[src/rtl/game_pkg.sv]
// game_pkg: state encoding and object-mask helpers shared by the game sequencer.
package game_pkg;

    typedef enum logic [2:0] {IDLE, PHASE1, PHASE2, WIN, LOSE} state_t;

    localparam int         NUM_OBJ = 10;
    localparam logic [3:0] NO_HIT  = 4'd15;

    // Index 0 maps to the leftmost bit of a [0:NUM_OBJ-1] vector; 10..15 give an empty mask.
    function automatic logic [0:NUM_OBJ-1] obj_mask(input logic [3:0] idx);
        return (idx == NO_HIT) ? '0 : {1'b1, {(NUM_OBJ-1){1'b0}}} >> idx;
    endfunction

    function automatic logic [0:NUM_OBJ-1] first_clear(input logic [0:NUM_OBJ-1] v);
        logic [0:NUM_OBJ-1] m;
        m = '0;
        for (int i = NUM_OBJ - 1; i >= 0; i--)
            if (!v[i]) m = obj_mask(4'(i));
        return m;
    endfunction

endpackage

[src/rtl/frame_timer.sv]
// frame_timer: counts frame starts while enabled and pulses expire on the frame reaching period.
module frame_timer #(
    parameter int W = 6
) (
    input  logic         clk,
    input  logic         resetN,
    input  logic         startOfFrame,
    input  logic         enable,
    input  logic         clear,
    input  logic [W-1:0] period,
    output logic         expire
);

    logic [W-1:0] cnt_q, cnt_d;
    logic [W:0]   nxt;

    assign nxt    = {1'b0, cnt_q} + 1'b1;
    assign expire = enable && startOfFrame && (nxt >= {1'b0, period});

    always_comb
        cnt_d = clear ? '0 : (enable && startOfFrame) ? (expire ? '0 : nxt[W-1:0]) : cnt_q;

    always_ff @(posedge clk or negedge resetN)
        if (!resetN) cnt_q <= '0;
        else         cnt_q <= cnt_d;

endmodule

[src/rtl/game_phase_sequencer.sv]
// game_phase_sequencer: two-phase vaccine/corona game FSM with lives, score,
// invulnerability window and periodic corona spawning.
module game_phase_sequencer
    import game_pkg::*;
#(
    parameter int SPAWN_FRAMES  = 60,
    parameter int START_LIVES   = 3,
    parameter int INVULN_FRAMES = 30
) (
    input  logic               clk,
    input  logic               resetN,
    input  logic               startOfFrame,
    input  logic               start_key,
    input  logic               hit_pulse,
    input  logic [3:0]         vaccine_idx,
    input  logic [3:0]         corona_idx,
    output logic [0:NUM_OBJ-1] active_vaccines,
    output logic [0:NUM_OBJ-1] active_coronas,
    output logic [7:0]         score,
    output logic [1:0]         lives,
    output logic [2:0]         phase,
    output logic               win,
    output logic               game_over
);

    localparam int TW = $clog2(SPAWN_FRAMES + 1);
    localparam int IW = $clog2(INVULN_FRAMES + 2);

    state_t             state_q, state_d;
    logic [0:NUM_OBJ-1] vac_q, vac_d, cor_q, cor_d;
    logic [7:0]         score_q, score_d;
    logic [1:0]         lives_q, lives_d;
    logic [IW-1:0]      inv_q, inv_d;

    logic               run, start, v_hit, c_hit, lose, adv, expire;
    logic [0:NUM_OBJ-1] vm, cm, vac_h, cor_h;
    logic [1:0]         lives_h;
    logic [TW-1:0]      period;

    // Post-hit values are formed outside the FSM block so the timer's clear never loops back through it.
    assign run     = (state_q == PHASE1) || (state_q == PHASE2);
    assign start   = (state_q == IDLE) && start_key;
    assign vm      = obj_mask(vaccine_idx);
    assign cm      = obj_mask(corona_idx);
    assign v_hit   = run && hit_pulse && |(vac_q & vm);
    assign c_hit   = run && hit_pulse && |(cor_q & cm) && (inv_q == '0);
    assign vac_h   = v_hit ? (vac_q & ~vm) : vac_q;
    assign cor_h   = c_hit ? (cor_q & ~cm) : cor_q;
    assign lives_h = c_hit ? lives_q - 2'd1 : lives_q;
    assign lose    = run && (lives_h == 2'd0);
    assign adv     = (state_q == PHASE1) && !lose && (vac_h == '0);
    assign period  = TW'((state_q == PHASE2) ? SPAWN_FRAMES / 2 : SPAWN_FRAMES);

    frame_timer #(.W(TW)) u_timer (
        .clk         (clk),
        .resetN      (resetN),
        .startOfFrame(startOfFrame),
        .enable      (run),
        .clear       (start || adv),
        .period      (period),
        .expire      (expire)
    );

    always_comb begin
        state_d = state_q;
        vac_d   = vac_q;
        cor_d   = cor_q;
        score_d = score_q;
        lives_d = lives_q;
        inv_d   = inv_q;
        if (start) begin
            state_d = PHASE1;
            vac_d   = '1;
            cor_d   = '0;
            score_d = '0;
            lives_d = 2'(START_LIVES);
            inv_d   = '0;
        end else if (run) begin
            vac_d   = adv ? '1 : vac_h;
            cor_d   = expire ? (cor_h | first_clear(cor_h)) : cor_h;
            score_d = (v_hit && score_q != 8'hFF) ? score_q + 8'd1 : score_q;
            lives_d = lives_h;
            inv_d   = c_hit ? IW'(INVULN_FRAMES) : (startOfFrame && inv_q != '0) ? inv_q - 1'b1 : inv_q;
            state_d = lose ? LOSE : (vac_h == '0) ? ((state_q == PHASE1) ? PHASE2 : WIN) : state_q;
        end else if (start_key && (state_q == WIN || state_q == LOSE)) begin
            state_d = IDLE;
        end
    end

    always_ff @(posedge clk or negedge resetN)
        if (!resetN) begin
            state_q <= IDLE;
            vac_q   <= '0;
            cor_q   <= '0;
            score_q <= '0;
            lives_q <= '0;
            inv_q   <= '0;
        end else begin
            state_q <= state_d;
            vac_q   <= vac_d;
            cor_q   <= cor_d;
            score_q <= score_d;
            lives_q <= lives_d;
            inv_q   <= inv_d;
        end

    assign active_vaccines = vac_q;
    assign active_coronas  = cor_q;
    assign score           = score_q;
    assign lives           = lives_q;
    assign phase           = state_q;
    assign win             = (state_q == WIN);
    assign game_over       = (state_q == LOSE);

endmodule
[config.mk]
export PLATFORM = sky130hd
export DESIGN_NAME = game_phase_sequencer
export DESIGN_NICKNAME = d
export VERILOG_FILES = /design/src/rtl/game_pkg.sv /design/src/rtl/frame_timer.sv /design/src/rtl/game_phase_sequencer.sv
export SDC_FILE = /design/constraint.sdc
export NUM_CORES = 1
export LEC_CHECK = 0
export ABC_CLOCK_PERIOD_IN_PS = 8270
export CAP_MARGIN = 20
export CORE_MARGIN = 8
export CORE_UTILIZATION = 55
export CTS_CLUSTER_DIAMETER = 100
export DETAILED_ROUTE_END_ITERATION = 12
export PLACE_DENSITY_LB_ADDON = 0.1
export SYNTH_ARGS = -nofsm -noshare
export SYNTH_HDL_FRONTEND = slang
export SYNTH_SLANG_ARGS = --single-unit
[constraint.sdc]
create_clock -name clk -period 8.27 [get_ports clk]
set_input_delay 2.481 -clock clk [delete_from_list [all_inputs] [get_ports clk]]
set_output_delay 2.481 -clock clk [all_outputs]
set_load 0.03 [all_outputs]
### Word level (Yosys, flattened, before mapping)

Cells that the tools add are included.

* flip-flop bits (word level): 44
* word-level logic and storage cells: 103

* add/sub/neg operators: 4
* magnitude comparators: 1
* eq/ne operators: 8
* shift operators: 2
* multiplexer cells: 42
* bitwise gates (word level): 7
* reduce and logical (&&, ||, !) cells: 32

Operator list (number)
* 10-bit 2-to-1 mux: 21
* 10-bit bitwise AND: 4
* 6-bit 2-to-1 mux: 4
* 8-bit 2-to-1 mux: 3
* 5-bit 2-to-1 mux: 4
* 10-bit NOT: 2
* 10-bit OR reduction: 2
* 10-bit by 4-bit >> shifter with 10-bit output (first input constant): 2
* 3-bit 2-to-1 mux: 5
* 1-bit logical AND: 13
* 10-bit zero test: 1
* 10-bit bitwise OR: 1
* 8-bit by 1-bit adder with 8-bit output (second input constant): 1
* 4-bit equality test (second input constant): 2
* 8-bit inequality test (second input constant): 1
* 6-bit by 1-bit adder with 7-bit output (second input constant): 1
* 7-bit by 6-bit >= comparator with 1-bit output: 1
* 3-bit by 2-bit equality test with 1-bit output (second input constant): 2
* 2-bit 2-to-1 mux: 3
* 2-bit AND reduction: 3
* 2-bit nonzero test: 3
* 3-bit nonzero test: 2
* 5-bit zero test: 1
* 5-bit nonzero test: 1
* other kinds (10): 13

### Longest topological paths before layout

* word-level depth: 23
* mapped depth: 10

### By module

A second synthesis with hierarchy kept.

* cells, all modules: 344
* area, all modules: 3059.2 um^2

Modules (own cells, without submodules)
* game_phase_sequencer: instances 1, cells an instance 291, area each 2562.5 um^2, sequential area each 950.9 um^2
* frame_timer: instances 1, cells an instance 53, area each 496.7 um^2, sequential area each 150.1 um^2

### Least setup slack after synthesis

Ideal clock, no wire load.

* kind: input port to flip-flop
* start: input port vaccine_idx[2]
* end: register u_timer.cnt_q[3]
* arrival: 4.439 ns
* data required time: 8.134 ns
* path slack: 3.695 ns
* stages on the path: 8
* cells stage by stage: clkbuf_1 or4b_1 o31a_1 a2111oi_0 nand4_1 and4bb_1 buf_4 nor3_1

* word-level cells in the longest chain between the ends: 10
* elaborated cells between the ends (all ways): 14
* classes of those cells: eq/ne (1); shift (1); mux (3); bitwise (3); reduce/logical (6)

RTL lines
* start, declared: RTL line game_phase_sequencer.sv:15 `input logic [3:0] vaccine_idx,`
* 10-bit by 4-bit >> shifter with 10-bit output / 4-bit equality test (equally long branches): RTL line game_pkg.sv:11 `return (idx == NO_HIT) ? '0 : {1'b1, {(NUM_OBJ-1){1'b0}}} >> idx;`
* 10-bit 2-to-1 mux *: RTL line game_pkg.sv:11
* 10-bit bitwise AND: RTL line game_phase_sequencer.sv:45 `assign v_hit = run && hit_pulse && |(vac_q & vm);`
* 10-bit OR reduction: RTL line game_phase_sequencer.sv:45
* 1-bit logical AND: RTL line game_phase_sequencer.sv:45
* 10-bit 2-to-1 mux *: RTL line game_phase_sequencer.sv:47 `assign vac_h = v_hit ? (vac_q & ~vm) : vac_q;`
* 10-bit zero test *: RTL line game_phase_sequencer.sv:51 `assign adv = (state_q == PHASE1) && !lose && (vac_h == '0);`
* 1-bit logical AND *: RTL line game_phase_sequencer.sv:51
* 1-bit logical OR *: RTL line game_phase_sequencer.sv:59 `.clear (start || adv),`
* 6-bit 2-to-1 mux / 2-bit nonzero test (equally long branches)
* end signal, assigned: RTL line frame_timer.sv:25 `else cnt_q <= cnt_d;`
* end, declared: RTL line frame_timer.sv:14 `logic [W-1:0] cnt_q, cnt_d;`

Mark *: on every way between the ends. The rest lies on a longest branch, timed or not.
A chain may end at the register's enable or synchronous reset.

### Worst setup path in the final report

* start: input port corona_idx[1]
* end: register cor_q, in the netlist active_coronas[8]

* word-level cells in the longest chain between the ends: 22
* elaborated cells between the ends (all ways): 25
* classes of those cells: eq/ne (1); shift (1); mux (16); bitwise (4); reduce/logical (3)

RTL lines
* start, declared: RTL line game_phase_sequencer.sv:16 `input logic [3:0] corona_idx,`
* 10-bit by 4-bit >> shifter with 10-bit output / 4-bit equality test (equally long branches): RTL line game_pkg.sv:11
* 10-bit 2-to-1 mux *: RTL line game_pkg.sv:11
* 10-bit bitwise AND: RTL line game_phase_sequencer.sv:46 `assign c_hit = run && hit_pulse && |(cor_q & cm) && (inv_q == '0);`
* 10-bit OR reduction: RTL line game_phase_sequencer.sv:46
* 1-bit logical AND (2 in a row): RTL line game_phase_sequencer.sv:46
* 10-bit 2-to-1 mux *: RTL line game_phase_sequencer.sv:48 `assign cor_h = c_hit ? (cor_q & ~cm) : cor_q;`
* 10-bit 2-to-1 mux (9 in a row): RTL line game_pkg.sv:18 `if (!v[i]) m = obj_mask(4'(i));`
* 10-bit 2-to-1 mux: RTL line game_phase_sequencer.sv:78 `end else if (run) begin`
* 10-bit 2-to-1 mux: RTL line game_phase_sequencer.sv:71 `if (start) begin`
* 10-bit bitwise OR: RTL line game_phase_sequencer.sv:80 `cor_d = expire ? (cor_h | first_clear(cor_h)) : cor_h;`
* 10-bit 2-to-1 mux *: RTL line game_phase_sequencer.sv:80
* 10-bit 2-to-1 mux *: RTL line game_phase_sequencer.sv:78
* 10-bit 2-to-1 mux *: RTL line game_phase_sequencer.sv:71
* end signal, assigned: RTL line game_phase_sequencer.sv:101 `cor_q <= cor_d;`
* end, declared: RTL line game_phase_sequencer.sv:30 `logic [0:NUM_OBJ-1] vac_q, vac_d, cor_q, cor_d;`

Mark *: on every way between the ends. The rest lies on a longest branch, timed or not. The select of a mux whose other input is x is not followed.

==> impl_results.md <==
- Post-Route WL: 6740 um
- Power per cell area: 251 mW/mm2
- Yosys warns: 0
- Mean area per synthesized cell: 8.82 um2
- Area delta synth->final: 22.7%
- Synthesized Nets: 332
- Vias: 2539
- CP Class: in -> reg
- Drt wl/cell: 15.8 um
- Clock sinks: 44
- Initial Util: 55.6%
- PortBufs: 47
- CTS Hold Bufs: 0
- Setup violators final: 0
- Dominant cell type by area after synthesis: dfrtp_1
- Number of max-cap violations: 0
- CTS tree: built
- Sequential area share after synthesis: 39.8%
- Clock Latency Late Sink: 290 ps
- Headroom to the max-slew limit: 43.5%
- Die footprint: 0.00756 mm2
- I/O pin count: 48
- Fin cells: 427
- Largest net degree at the start of global routing: 45
- Max Buffers Root-to-Sink: 2
- DPL Wire Length: 4800 um
- EDFF count, synth: 0
- Design Power: 0.853 mW
- Crit end category: flip-flop
- Syn Std Cell Area: 0.00277 mm2
- CTS buffer count: 5
- Post-route minimum period: 5260 ps
- Outcome: finished, final reports clean
- Filler cell count: 431
- Post-placement cell count: 418
- Initial antenna violation count: 0
- FF+latch area: 0.00110 mm2
- Vias per inst: 5.95
- Post-CTS Setup Inserts: 0
- CP Launch Type: primary input
- Core Region: 0.00498 mm2
- # diodes: 0
- Core Util, Final: 68.3%
- Final GP Congestion: 0.853
- Ys flop type: dfrtp_1
- Synthesized flop and latch total: 44
- Clock slew at reported path FFs: 80 ps
- Final instance area: 0.00340 mm2
- First-pass GRT wire length: 11500 um
- Largest cells by area after synthesis: dfrtp_1, nand2_1, mux2i_1
- Post-synth ARST share: 100%
- Tcrit/Tclk final: 63.6%
- Unrepaired setup endpoints after global routing: no
- Critical path arrival: 5470 ps
- Post-Place Setup Slack: 2760 ps
- Mapped Cells: 314
- Die Width: 87.0 um
- Final Hold Vio Count: 0
- Critical Path RT: 8490 ps
- Worst Clk Skew: 8.15 ps
- Final setup TNS: 0 ps
- Pins Over Slew Limit: 0
- CTS Root Buffer Type: clkbuf_8
- Hold Path Class: reg -> reg
- Area of the multi-input gates: 0.00158 mm2
- 1st-pass router iterations: 4
- Worst-path fanout max: 13
- H-tree depth: 2
- Share of cells above drive strength 1: 7.00%
- Pleak: 1.43 nW
- Cell row count: 26
- Worst setup slack after layout: 3010 ps
- Gr ovfl total: 0
- Hold WS: 508 ps
- Yosys top cell area share: 39.8%
- Total track usage: 18.6%
- DRC Markers: 0
- Drt first-iter violations: 106
- VDD IR-drop max: 170 uV
- ANT nets after route: 0
- Netlist cell types: 53
- CTS resizes: 0
- Slew @ Worst Pin: 845 ps
- Commonest non-fill, non-tap cell in the layout: clkdlybuf4s50_1
- Die height: 87.0 um
- Final #Nets: 374
- Via count of the first global-routing pass: 2507
- F_max: 190 MHz
- DP Area: 0.00327 mm2
- Most frequent cells in the layout: clkdlybuf4s50_1, dfrtp_1, nand2_1, nor2_1, o21ai_0
Yosys cell counts, types with 5 or more instances:
library cell  instances
dfrtp_1              44
nand2_1              31
nor2_1               22
o21ai_0              22
nor3_1               18
nand3_1              15
a21oi_1              14
mux2i_1              11
clkbuf_1             10
and3_1                9
o32ai_1               9
inv_1                 8
nand2b_1              7
or2_2                 7
xor2_1                6
a211oi_1              5
ha_1                  5
o211ai_1              5
o21a_1                5
or3_1                 5
critical path, cell delays in order:
cell,delay [ps]
clkdlybuf4s50_1,780
mux2i_1,250
o22ai_1,90
nor3_1,500
o41ai_1,200
or4_1,560
or3_1,410
o21ai_0,180
power breakdown:
part	switching, mW	leakage (nW)	internal [mW]
combinational	0.196	0.801	0.163
sequential	0.0667	0.575	0.264
clock	0.0739	0.0541	0.0894
state kept, by name, indices dropped and copies added (netlist names):
signal           cells
score                8
active_vaccines     10
active_coronas      10
lives                2
inv_q                5
u_timer.cnt_q        6
phase                3
path summary, 6_finish.rpt:
kind                       slack (ps)                 start                        endpoint  cells after the start
setup / recovery                 3010         corona_idx[1]   active_coronas[8]$_DFFE_PN0P_                      8
hold / removal                    510  inv_q[0]$_DFFE_PN0P_            inv_q[0]$_DFFE_PN0P_                      1
setup reg to reg                 5040  phase[1]$_DFFE_PN0P_   active_coronas[8]$_DFFE_PN0P_                      9
hold reg to reg                   510  inv_q[0]$_DFFE_PN0P_            inv_q[0]$_DFFE_PN0P_                      1
max in group asynchronous        5870                resetN            lives[0]$_DFFE_PN0P_                      2
min in group asynchronous        1980                resetN  active_vaccines[9]$_DFFE_PN0P_                      1
metal layers:
| metal | GRT usage (%) | up-vias | wire [um] |
|---|---|---|---|
| li1 | - | 1256 | - |
| met1 | 23.2 | 1212 | 3220 |
| met2 | 31.1 | 62 | 3080 |
| met3 | 3.87 | 9 | 356 |
| met4 | 5.95 | 0 | 90 |
| met5 | 0 | - | 0 |
area by class of cell:
type	instances	area share, %
inverters	8	0.884
repair buffers	49	14.5
flip-flops and latches	44	32.4
clock inverters	3	1.25
multi-input cells	248	46.4
clock buffers	5	2.03
well taps	70	2.58
logic make-up after synthesis:
group | Yosys count | synth area share [%]
muxes | 12 | 4.38
buffers and inverters | 22 | 3.34
xor gates and xnor gates | 11 | 3.75
adders and majority gates | 5 | 2.26
and+or+nand+nor | 137 | 26.3
AOI/OAI and AO/OA | 83 | 20.2
DFF | 44 | 39.8
Power figures use the tool's default switching activity.
